==> src/rtl/progmem_arbiter_if.sv <==
// progmem_arbiter_if: Avalon-MM style bus bundle with waitrequest and 2-bit response
interface progmem_arbiter_if #(
  parameter int ADDR_W = 14,
  parameter int DATA_W = 32
);
  logic [ADDR_W-1:0]   address;
  logic                read;
  logic                write;
  logic [DATA_W/8-1:0] byteenable;
  logic [DATA_W-1:0]   writedata;
  logic [DATA_W-1:0]   readdata;
  logic [1:0]          response;
  logic                waitrequest;
  modport master (output address, read, write, byteenable, writedata, input readdata, response, waitrequest);
  modport slave (input address, read, write, byteenable, writedata, output readdata, response, waitrequest);
endinterface

==> src/rtl/progmem_arbiter.sv <==
// progmem_arbiter: round-robin two-port arbiter for the program memory wrapper; PROGMEM_ARB_WRITE_PROTECT_EN rejects port-0 writes with SLVERR
module progmem_arbiter #(
  parameter int ADDR_W = 14,
  parameter int DATA_W = 32
) (
  input logic              clk,
  input logic              rst_n,
  progmem_arbiter_if.slave  s0,
  progmem_arbiter_if.slave  s1,
  progmem_arbiter_if.master m
);
`ifdef PROGMEM_ARB_WRITE_PROTECT_EN
  typedef enum logic [1:0] {IDLE, BUSY, GAP, ERR} state_t;
  localparam bit WP = 1'b1;
`else
  typedef enum logic [1:0] {IDLE, BUSY, GAP} state_t;
  localparam bit WP = 1'b0;
`endif
  state_t r_state, w_next;
  logic r_grant, r_last_grant, w_next_grant, w_next_last;
  logic w_req0, w_req1, w_pick, w_busy, w_err, w_g_req, w_sel0, w_sel1;
  assign w_req0  = s0.read | s0.write;
  assign w_req1  = s1.read | s1.write;
  assign w_pick  = (w_req0 & w_req1) ? ~r_last_grant : w_req1;
  assign w_busy  = r_state == BUSY;
  assign w_g_req = r_grant ? w_req1 : w_req0;
  assign w_sel0  = w_busy & ~r_grant;
  assign w_sel1  = w_busy & r_grant;
`ifdef PROGMEM_ARB_WRITE_PROTECT_EN
  assign w_err = r_state == ERR;
`else
  assign w_err = 1'b0;
`endif
  // next state, grant and round-robin pointer
  always_comb begin
    w_next       = r_state;
    w_next_grant = r_grant;
    w_next_last  = r_last_grant;
    case (r_state)
      IDLE: if (w_req0 | w_req1) begin
        w_next_grant = w_pick;
        w_next       = BUSY;
`ifdef PROGMEM_ARB_WRITE_PROTECT_EN
        if (!w_pick && s0.write) w_next = ERR;
`endif
      end
      BUSY: if (!w_g_req) w_next = GAP;
        else if (!m.waitrequest) begin
          w_next      = GAP;
          w_next_last = r_grant;
        end
      GAP: w_next = IDLE;
`ifdef PROGMEM_ARB_WRITE_PROTECT_EN
      ERR: begin
        w_next      = IDLE;
        w_next_last = 1'b0;
      end
`endif
      default: w_next = IDLE;
    endcase
  end
  // state register; reset drops any in-flight command on the same edge
  always_ff @(posedge clk) begin
    if (!rst_n) begin
      r_state      <= IDLE;
      r_grant      <= 1'b0;
      r_last_grant <= 1'b1;
    end else begin
      r_state      <= w_next;
      r_grant      <= w_next_grant;
      r_last_grant <= w_next_last;
    end
  end
  assign m.address    = w_busy ? (r_grant ? s1.address : s0.address) : {ADDR_W{1'b0}};
  assign m.read       = w_busy & (r_grant ? s1.read : s0.read);
  assign m.write      = w_busy & (r_grant ? s1.write : s0.write & ~WP);
  assign m.byteenable = w_busy ? (r_grant ? s1.byteenable : s0.byteenable) : {(DATA_W/8){1'b0}};
  assign m.writedata  = w_busy ? (r_grant ? s1.writedata : s0.writedata) : {DATA_W{1'b0}};
  assign s0.waitrequest = w_req0 & ~(w_sel0 & ~m.waitrequest) & ~w_err;
  assign s1.waitrequest = w_req1 & ~(w_sel1 & ~m.waitrequest);
  assign s0.readdata    = w_sel0 ? m.readdata : {DATA_W{1'b0}};
  assign s1.readdata    = w_sel1 ? m.readdata : {DATA_W{1'b0}};
  assign s0.response    = w_err ? 2'b10 : w_sel0 ? m.response : 2'b00;
  assign s1.response    = w_sel1 ? m.response : 2'b00;
endmodule

==> src/flat_wrapper.sv <==
// flat-port wrapper written by rule: the top's interface ports become plain ports
module progmem_arbiter_flat 
#(
  parameter int ADDR_W = 14,
  parameter int DATA_W = 32
)
  (clk, rst_n, s0_address, s0_read, s0_write, s0_byteenable, s0_writedata, s0_readdata, s0_response, s0_waitrequest, s1_address, s1_read, s1_write, s1_byteenable, s1_writedata, s1_readdata, s1_response, s1_waitrequest, m_address, m_read, m_write, m_byteenable, m_writedata, m_readdata, m_response, m_waitrequest);
  progmem_arbiter_if #(.ADDR_W(ADDR_W), .DATA_W(DATA_W)) s0_i ();
  progmem_arbiter_if #(.ADDR_W(ADDR_W), .DATA_W(DATA_W)) s1_i ();
  progmem_arbiter_if #(.ADDR_W(ADDR_W), .DATA_W(DATA_W)) m_i ();
  input logic clk;
  input logic rst_n;
  input wire logic [$bits(s0_i.address)-1:0] s0_address;
  input wire logic [$bits(s0_i.read)-1:0] s0_read;
  input wire logic [$bits(s0_i.write)-1:0] s0_write;
  input wire logic [$bits(s0_i.byteenable)-1:0] s0_byteenable;
  input wire logic [$bits(s0_i.writedata)-1:0] s0_writedata;
  output wire logic [$bits(s0_i.readdata)-1:0] s0_readdata;
  output wire logic [$bits(s0_i.response)-1:0] s0_response;
  output wire logic [$bits(s0_i.waitrequest)-1:0] s0_waitrequest;
  input wire logic [$bits(s1_i.address)-1:0] s1_address;
  input wire logic [$bits(s1_i.read)-1:0] s1_read;
  input wire logic [$bits(s1_i.write)-1:0] s1_write;
  input wire logic [$bits(s1_i.byteenable)-1:0] s1_byteenable;
  input wire logic [$bits(s1_i.writedata)-1:0] s1_writedata;
  output wire logic [$bits(s1_i.readdata)-1:0] s1_readdata;
  output wire logic [$bits(s1_i.response)-1:0] s1_response;
  output wire logic [$bits(s1_i.waitrequest)-1:0] s1_waitrequest;
  output wire logic [$bits(m_i.address)-1:0] m_address;
  output wire logic [$bits(m_i.read)-1:0] m_read;
  output wire logic [$bits(m_i.write)-1:0] m_write;
  output wire logic [$bits(m_i.byteenable)-1:0] m_byteenable;
  output wire logic [$bits(m_i.writedata)-1:0] m_writedata;
  input wire logic [$bits(m_i.readdata)-1:0] m_readdata;
  input wire logic [$bits(m_i.response)-1:0] m_response;
  input wire logic [$bits(m_i.waitrequest)-1:0] m_waitrequest;
  assign s0_i.address = s0_address;
  assign s0_i.read = s0_read;
  assign s0_i.write = s0_write;
  assign s0_i.byteenable = s0_byteenable;
  assign s0_i.writedata = s0_writedata;
  assign s0_readdata = s0_i.readdata;
  assign s0_response = s0_i.response;
  assign s0_waitrequest = s0_i.waitrequest;
  assign s1_i.address = s1_address;
  assign s1_i.read = s1_read;
  assign s1_i.write = s1_write;
  assign s1_i.byteenable = s1_byteenable;
  assign s1_i.writedata = s1_writedata;
  assign s1_readdata = s1_i.readdata;
  assign s1_response = s1_i.response;
  assign s1_waitrequest = s1_i.waitrequest;
  assign m_address = m_i.address;
  assign m_read = m_i.read;
  assign m_write = m_i.write;
  assign m_byteenable = m_i.byteenable;
  assign m_writedata = m_i.writedata;
  assign m_i.readdata = m_readdata;
  assign m_i.response = m_response;
  assign m_i.waitrequest = m_waitrequest;
  progmem_arbiter #(.ADDR_W(ADDR_W), .DATA_W(DATA_W)) u_core (.clk(clk), .rst_n(rst_n), .s0(s0_i), .s1(s1_i), .m(m_i));
endmodule
==> config.mk <==
export PLATFORM = sky130hd
export DESIGN_NAME = progmem_arbiter_flat
export DESIGN_NICKNAME = d
export VERILOG_FILES = /design/src/rtl/progmem_arbiter_if.sv /design/src/rtl/progmem_arbiter.sv /design/src/flat_wrapper.sv
export SDC_FILE = /design/constraint.sdc
export NUM_CORES = 1
export LEC_CHECK = 0
export ABC_AREA = 1
export CAP_MARGIN = 30
export CORE_AREA = 2 2 103 105
export CTS_CLUSTER_DIAMETER = 120
export DETAILED_ROUTE_END_ITERATION = 10
export DIE_AREA = 0 0 105 107
export GPL_ROUTABILITY_DRIVEN = 0
export RECOVER_POWER = 50
export SLEW_MARGIN = 20
export SYNTH_ARGS = -nofsm -noshare
export SYNTH_HDL_FRONTEND = slang
export SYNTH_SLANG_ARGS = --single-unit
==> constraint.sdc <==
create_clock -name clk -period 1.4 [get_ports clk]
set_input_delay 0.28 -clock clk [delete_from_list [all_inputs] [get_ports clk]]
set_output_delay 0.28 -clock clk [all_outputs]
set_load 0.01 [all_outputs]
# Word-level counts from Yosys, hierarchy flattened
# Index checks and enable logic that the tools add are counted.
# op_classes
div_mod_pow,0
n_shift,0
bitwise_logic,17
muxes,18
n_eq_ne,3
n_reduce_logical,4
order_cmp,0
n_addsub,0
multipliers,0
# ops
cell,count
two-way mux 32 bit,4
two-way mux 14 bit,2
two-way mux 2 bit,5
AND 1 bit,9
two-way mux 4 bit,2
inverter 1 bit,5
two-way mux 1 bit,4
case mux 2 bit (2 select lines),1
AND reduction 2 bit,2
!= test 3 bit (second input constant),1
bitwise OR 1 bit,3
AND reduction 3 bit,1
== test 2 x 1 -> 1 bit (second input constant),1
logical NOT 2 bit,1
!= test 2 x 1 -> 1 bit (second input constant),1
# word_totals
regBits,4
mem_count,0
output_inout_bits,122
elab_cells,45
rom_bits,0
inputBits,141
latch_bits,0
ram_bits,0

# Longest topological paths before layout
# Gate-level depths: netlist of run 1.
# logic_depth
depth_word,5
mapped_depth,7
ltp_nobuf,7

# Worst setup path after synthesis of run 1
# OpenSTA, ideal clock, no wires.
# synth_path
path_type,reg-to-output
startpoint,register u_core.r_state[1]
endpoint,output s1_readdata[10]
n_path_buf,1
path_slack_ns,0.130
arrival_time_ns,0.990
t_required_ns,1.120
stages_incl_launch_ff,7
path_cell_list,dfxtp_1 -> inv_2 -> nand2_1 -> nor2_4 -> inv_2 -> buf_6 -> nor2_1
# synth_via
elab_chain_len,3
# synth_rtl
item,line,text
start: declaration,progmem_arbiter.sv:19,"state_t r_state, w_next;"
start signal: assignment,progmem_arbiter.sv:69,r_state <= w_next;
== test 2 x 1 -> 1 bit,progmem_arbiter.sv:25,assign w_busy = r_state == BUSY;
AND 1 bit,progmem_arbiter.sv:28,assign w_sel1 = w_busy & r_grant;
two-way mux 32 bit,progmem_arbiter.sv:82,assign s1.readdata = w_sel1 ? m.readdata : {DATA_W{1'b0}};
end: declaration,flat_wrapper.sv:26,output wire logic [$bits(s1_i.readdata)-1:0] s1_readdata;
# No other way between the ends.

# Worst setup path after layout of run 1
# layout_path
startpoint,register u_core.r_state[1]
endpoint,output m_writedata[11]
# layout_via
elab_chain_len,2
# layout_rtl
item,line,text
== test 2 x 1 -> 1 bit,progmem_arbiter.sv:25,
two-way mux 32 bit,progmem_arbiter.sv:78,assign m.writedata = w_busy ? (r_grant ? s1.writedata : s0.writedata) : {DATA_W{1'b0}};
end: declaration,flat_wrapper.sv:33,output wire logic [$bits(m_i.writedata)-1:0] m_writedata;
# No other way between the ends.

==> metrics.txt, run 1 <==
layout cells sized above 1 0.453; post-route ant nets 0; initial cell density of the core 0.137; Critical Path AT 1400 ps; vias per cell 4.01; predominant post-synthesis flop cell dfxtp_1; area leader, netlist nand2_1; CTS max path bufs 2; r2r startpoint u_core.r_state[1]; Power Dens Cells just under 600 nW/µm²; setup TNS -24480 ps; Slew headroom 0.776; Layout Nets 755; Synth top cells by count nand2_1 (168), nor2_1 (76), inv_1 (41), buf_2 (8), buf_6 (8); Final Instance Area 4750 µm²; CTS buffer count 3; initial antenna violation count 0; Finished Core Util 0.470; CTS tree built; HP Class reg2reg; final worst slack -277 ps; clk root buf clkbuf_8; cts-stage hold buffer count 0; Clock Skews 1.03 ps; global-route wire length before repair 15600 µm; gr usage total 0.173; Syn Area/Cell ~4.3 µm²; maximum fanout along the worst path 6; Die X around 110 µm; Initial DRC Count 150; n_diodes 0; max-slew violations 0; Seq cells post-synth 4; Core Box Area 10100 µm²; area grow syn2layout 244%; RSZ-0062 raised after global routing yes; Post-DP HPWL 7530 µm; htree depth 1; failing checks negative setup slack; Tightest Pin Transition between 300 and 400 ps; placed cell area 4200 µm²; die height 107 µm; FILL cells 1058; post-synth cell types 14; Cells after Synth 323; number of enable flip-flop cells after synthesis 0; Required @ worst endpoint ~1100 ps; fin crit share 1.20; ys async rst share 0; drt first pass iters 6; outcome complete, but fails checks; Yosys Warn Count 0; CTS clock-pin slew for the worst setup and hold paths 30 ps; Power Total 2.83 mW; gr ovfl total 0; port bufs roughly 260; sequential-to-total area share from yosys stat 0.0580; CP endpoint kind output port; post-place setup slack -479 ps; endpoints failing setup 122; top-count cell post-synth nand2_1; Vias between 2k and 3k; synth top area cells nand2_1 (46%), nor2_1 (21%), inv_1 (11%), buf_6 (6.5%), dfxtp_1 (5.8%); static leakage 2.61 nW; later-pin clock latency in the skew report ~210 ps; DR DRC count 0; post-synth design cell area between 1000 and 1500 µm²; wirelength, routed between 10000 and 15000 µm; largest net degree at the start of global routing 30; peak supply drop around 0.31 mV; Max Cap Viol 0; CP startpoint kind register; I/O pin total approximately 260; Max Fclk approximately 0.60 GHz; clk sinks 4; Row Count 37; syn_nets 464; CP Launch Point u_core.r_state[1]; critical path type reg2out; Die ar. 11200 µm²; hold_sp u_core.r_last_grant; Synth top area share 0.457; Tmin final around 1700 ps; number of global-route vias before repair about 2.8k; wire length per cell around 15 µm; final hold violation count 0
## through the flow
stage	hold WS [ps]	instances
finish	446	748
floorplan	406	323
global route	489	748
CTS	451	749
detailed placement	445	721
global placement	432	721
## kinds of logic (layout without fill, tap and decap cells)
logic type,after synthesis,after routing,synth area share
simple gates,251,251,0.699
buf+inv,62,351,0.221
compound gates,6,6,0.0218
flops,4,4,0.0580
## state kept, by name, indices dropped and copies added (netlist names)
| signal | count |
|---|---|
| u_core.r_last_grant | 1 |
| u_core.r_grant | 1 |
| u_core.r_state | 2 |
## area by class of cell
class | count | area (µm²) | area share
tap | 136 | 170 | 0.0358
inverter | 46 | 185 | 0.0390
timing repair buffer | 302 | 2850 | 0.601
clock buffer | 3 | 41.3 | 0.00870
sequential | 4 | 85.1 | 0.0179
multi-input combinational | 257 | 1410 | 0.297
## cells in the final DEF, fill, tap and decap left out
cell and count:
a21oi_2 3, buf_12 10, buf_16 6, buf_2 86
buf_4 16, buf_6 41, clkbuf_16 3, clkbuf_8 3
clkdlybuf4s50_1 140, dfxtp_1 2, dfxtp_2 1, dfxtp_4 1
inv_1 40, inv_2 3, inv_4 2, inv_8 1
nand2_1 104, nand2_2 46, nand2_4 19, nand3_1 4
nor2_1 43, nor2_2 20, nor2_4 15, o21ai_0 1
o21ai_1 1, o21ai_2 1
## power breakdown
part | total (mW) | switching [mW] | internal [mW] | leakage (nW)
Combinational | 2.45 | 1.15 | 1.30 | 2.55
Clock | 0.236 | 0.0536 | 0.183 | 0.0216
Sequential | 0.148 | 0.0150 | 0.133 | 0.0340
Total | 2.83 | 1.22 | 1.61 | 2.61
## worst max-delay path, stage by stage (launching register included)
cell	delay (ps)
dfxtp_2	330
inv_2	70
nand2_4	50
nor2_4	110
buf_12	120
buf_12	130
buf_16	150
nand2_2	50
nand2_1	50
buf_2	130
## repair_timing
action | in CTS | in global routing
setup buffers | 17 | 3
gates resized for setup | 546 | 148
setup endpoints to repair | 122 | 125
pin swaps | 28 | 30
cloned | 10 | 4
## worst paths after layout
check | to | slack (ps) | cells past startpoint
max | m_writedata[11] | -280 | 9
min | u_core.r_last_grant | 450 | 2
max reg2reg | u_core.r_grant | 130 | 9
min reg2reg | u_core.r_last_grant | 450 | 2
## routing by layer
| layer | share of wire | track usage | vias to the layer above |
|---|---|---|---|
| met3 | 0.071 | 0.0426 | 10 |
| li1 | - | - | 1511 |
| met5 | 0 | 0 | - |
| met4 | 0.010 | 0.0286 | 0 |
| met1 | 0.38 | 0.199 | 1349 |
| met2 | 0.53 | 0.329 | 129 |
No activity file was read; power rests on OpenSTA's default activity.
==> run 2: changes to the inputs <==
--- a/config.mk
+++ b/config.mk
@@ -11,7 +11,9 @@
 export CTS_CLUSTER_DIAMETER = 120
 export DETAILED_ROUTE_END_ITERATION = 10
 export DIE_AREA = 0 0 105 107
+export DONT_BUFFER_PORTS = 1
 export GPL_ROUTABILITY_DRIVEN = 0
+export PLACE_DENSITY = 0.31
 export RECOVER_POWER = 50
 export SLEW_MARGIN = 20
 export SYNTH_ARGS = -nofsm -noshare
==> metrics.txt, run 2 (synthesis gave the netlist of run 1 again) <==
commonest non-fill, non-tap cell in the layout nand2_1 (was clkdlybuf4s50_1); gr ovfl total 0 (unchanged); CTS buffer count 3 (unchanged); initial cell density of the core 0.137 (unchanged); CTS max path bufs 2 (unchanged); commonest non-fill, non-tap cells in the layout nand2_1 (104), nand2_2 (60), nor2_4 (44) (was clkdlybuf4s50_1 (140), nand2_1 (104), buf_2 (86)); static leakage 1.36 nW (was 2.61 nW); DR DRC count 0 (unchanged); clk sinks 4 (unchanged); met3 Use GR 0.0182 (was 0.0426); cts-stage hold buffer count 0 (unchanged); drt first pass iters 4 (was 6); port bufs 0 (was 262); Row Count 37 (unchanged); htree depth 1 (unchanged); post-route ant nets 0 (unchanged); Clock power frac 0.121 (was 0.083); initial antenna violation count 0 (unchanged); final hold violation count 0 (unchanged); Die ar. 11200 µm² (unchanged); fin crit share 1.20 (about the same); Vias 2143 (was 2999); sequential share of power 0.072 (was 0.052); M2 GR Usage 0.197 (was 0.329); layout cells sized above 1 0.530 (was 0.453); gr usage total 0.114 (was 0.173); RSZ-0062 raised after global routing yes (unchanged); Core Box Area 10100 µm² (unchanged); Clock Skews 0.865 ps (was 1.03 ps); wire length per cell 15.0 µm (was 14.8 µm); die height 107 µm (unchanged); Layout Nets 511 (was 755); Net Sw Frac 0.531 (was 0.429); Die X 105 µm (unchanged); Critical Path AT 1390 ps (was 1400 ps); setup TNS -20880 ps (was -24480 ps); later-pin clock latency in the skew report 210 ps (about the same); GR peak layer met2 (unchanged); Tightest Pin Transition 376 ps (was 334 ps); Initial DRC Count 106 (was 150); I/O pin total 263 (unchanged); Worst R2R Setup Slack 360 ps (was 130 ps); vias per cell 4.25 (was 4.01); number of global-route vias before repair 1913 (was 2833); Net Switching 1.05 mW (was 1.22 mW); max-slew violations 0 (unchanged); Reg with most FFs u_core.r_state (unchanged); clk root buf clkbuf_8 (unchanged); Max Cap Viol 0 (unchanged); CTS clock-pin slew for the worst setup and hold paths 30 ps (about the same); CP startpoint kind register (unchanged); wirelength, routed 7570 µm (was 11100 µm); CTS tree built (unchanged); HP Class in2reg (was reg2reg); largest net degree at the start of global routing 42 (was 30); biggest regs u_core.r_state: 2 flops, u_core.r_grant: 1 flops, u_core.r_last_grant: 1 flops (unchanged); n_diodes 0 (unchanged); met1 GRT Util 0.153 (was 0.199); fin cells 504 (was 748); outcome complete, but fails checks (unchanged); area grow syn2layout 101% (was 244%); max FFs per register 2 (unchanged); Tmin final 1670 ps (was 1680 ps); failing checks negative setup slack (unchanged); Comb power frac 0.807 (was 0.864); peak supply drop 0.359 mV (was 0.306 mV); global-route wire length before repair 10300 µm (was 15600 µm); dpl cells 486 (was 721); critical path type reg2out (unchanged); Post-DP HPWL 5300 µm (was 7530 µm); final worst slack -275 ps (was -277 ps); maximum fanout along the worst path 34 (was 6); final hold slack 185 ps (was 446 ps); endpoints failing setup 118 (was 122); Internal Pwr Total 928 µW (was 1.61 mW); Power Dens Cells 714 nW/µm² (was 596 nW/µm²); Required @ worst endpoint 1120 ps (about the same); Max Fclk 0.597 GHz (was 0.596 GHz); CP endpoint kind output port (unchanged); Slew headroom 0.749 (was 0.776)
run 2: cell count changes in the layout (fill, tap and decap cells not counted), sizes merged:
cell and delta:
buf -106, inv -1, clkinv +1, bufbuf +1, clkdlybuf4s50 -140, clkbuf +1
run 2: per-stage QoR:
step | util | total power, mW | cell area, µm² | setup WS (ps)
5_1_grt | 0.274 | 2.13 | 2770 | -338
6_report | 0.274 | 1.98 | 2770 | -275
4_1_cts | 0.245 | 1.82 | 2480 | -254
3_5_place_dp | 0.179 | 1.17 | 1810 | -37.5
2_1_floorplan | - | 0.906 | 1380 | 130
3_3_place_gp | 0.179 | 1.17 | 1810 | -17.7
run 2: per-layer routing:
layer	part of all wire	wire length, µm
met3	0.072	546
met1	0.42	3150
met5	0	0
met4	0.0055	42
met2	0.51	3840
run 2: power by group through the flow:
stage	clock (mW)	sequential, mW	combinational [mW]
global route	0.266	0.145	1.72
detailed placement	0	0.140	1.03
CTS	0.252	0.140	1.43
floorplan	0	0.142	0.764
global placement	0	0.140	1.03
finish	0.240	0.142	1.59
run 2: path summary, 6_finish.rpt:
kind / start / end / depth (start not counted)
worst min-delay path: rst_n / u_core.r_grant / 2
worst max-delay path: u_core.r_state[0] / s0_response[0] / 7
worst min register to register: u_core.r_last_grant / u_core.r_last_grant / 2
worst max register to register: u_core.r_state[1] / u_core.r_last_grant / 8
run 2: critical path, stage by stage (launching register included):
cell,delay [ps]
dfxtp_2,330
buf_6,100
inv_4,30
nor2_4,150
nand2_8,80
buf_12,190
nor2_2,120
buf_4,130
run 2: layout make-up:
class	instances	area [µm²]
fill	1101	7320
timing repair buffer	58	717
multi-input combinational	257	1570
sequential	4	83.8
clock buffer	3	41.3
inverter	46	190
tap	136	170
run 2: repair_timing:
action / 4_1_cts / 5_1_grt
setup endpoints to repair: 122 / 122
gates resized for setup: 148 / 59
buffers inserted: 5 / 5
pin swaps: 4 / 15
cloned: 4 / 4
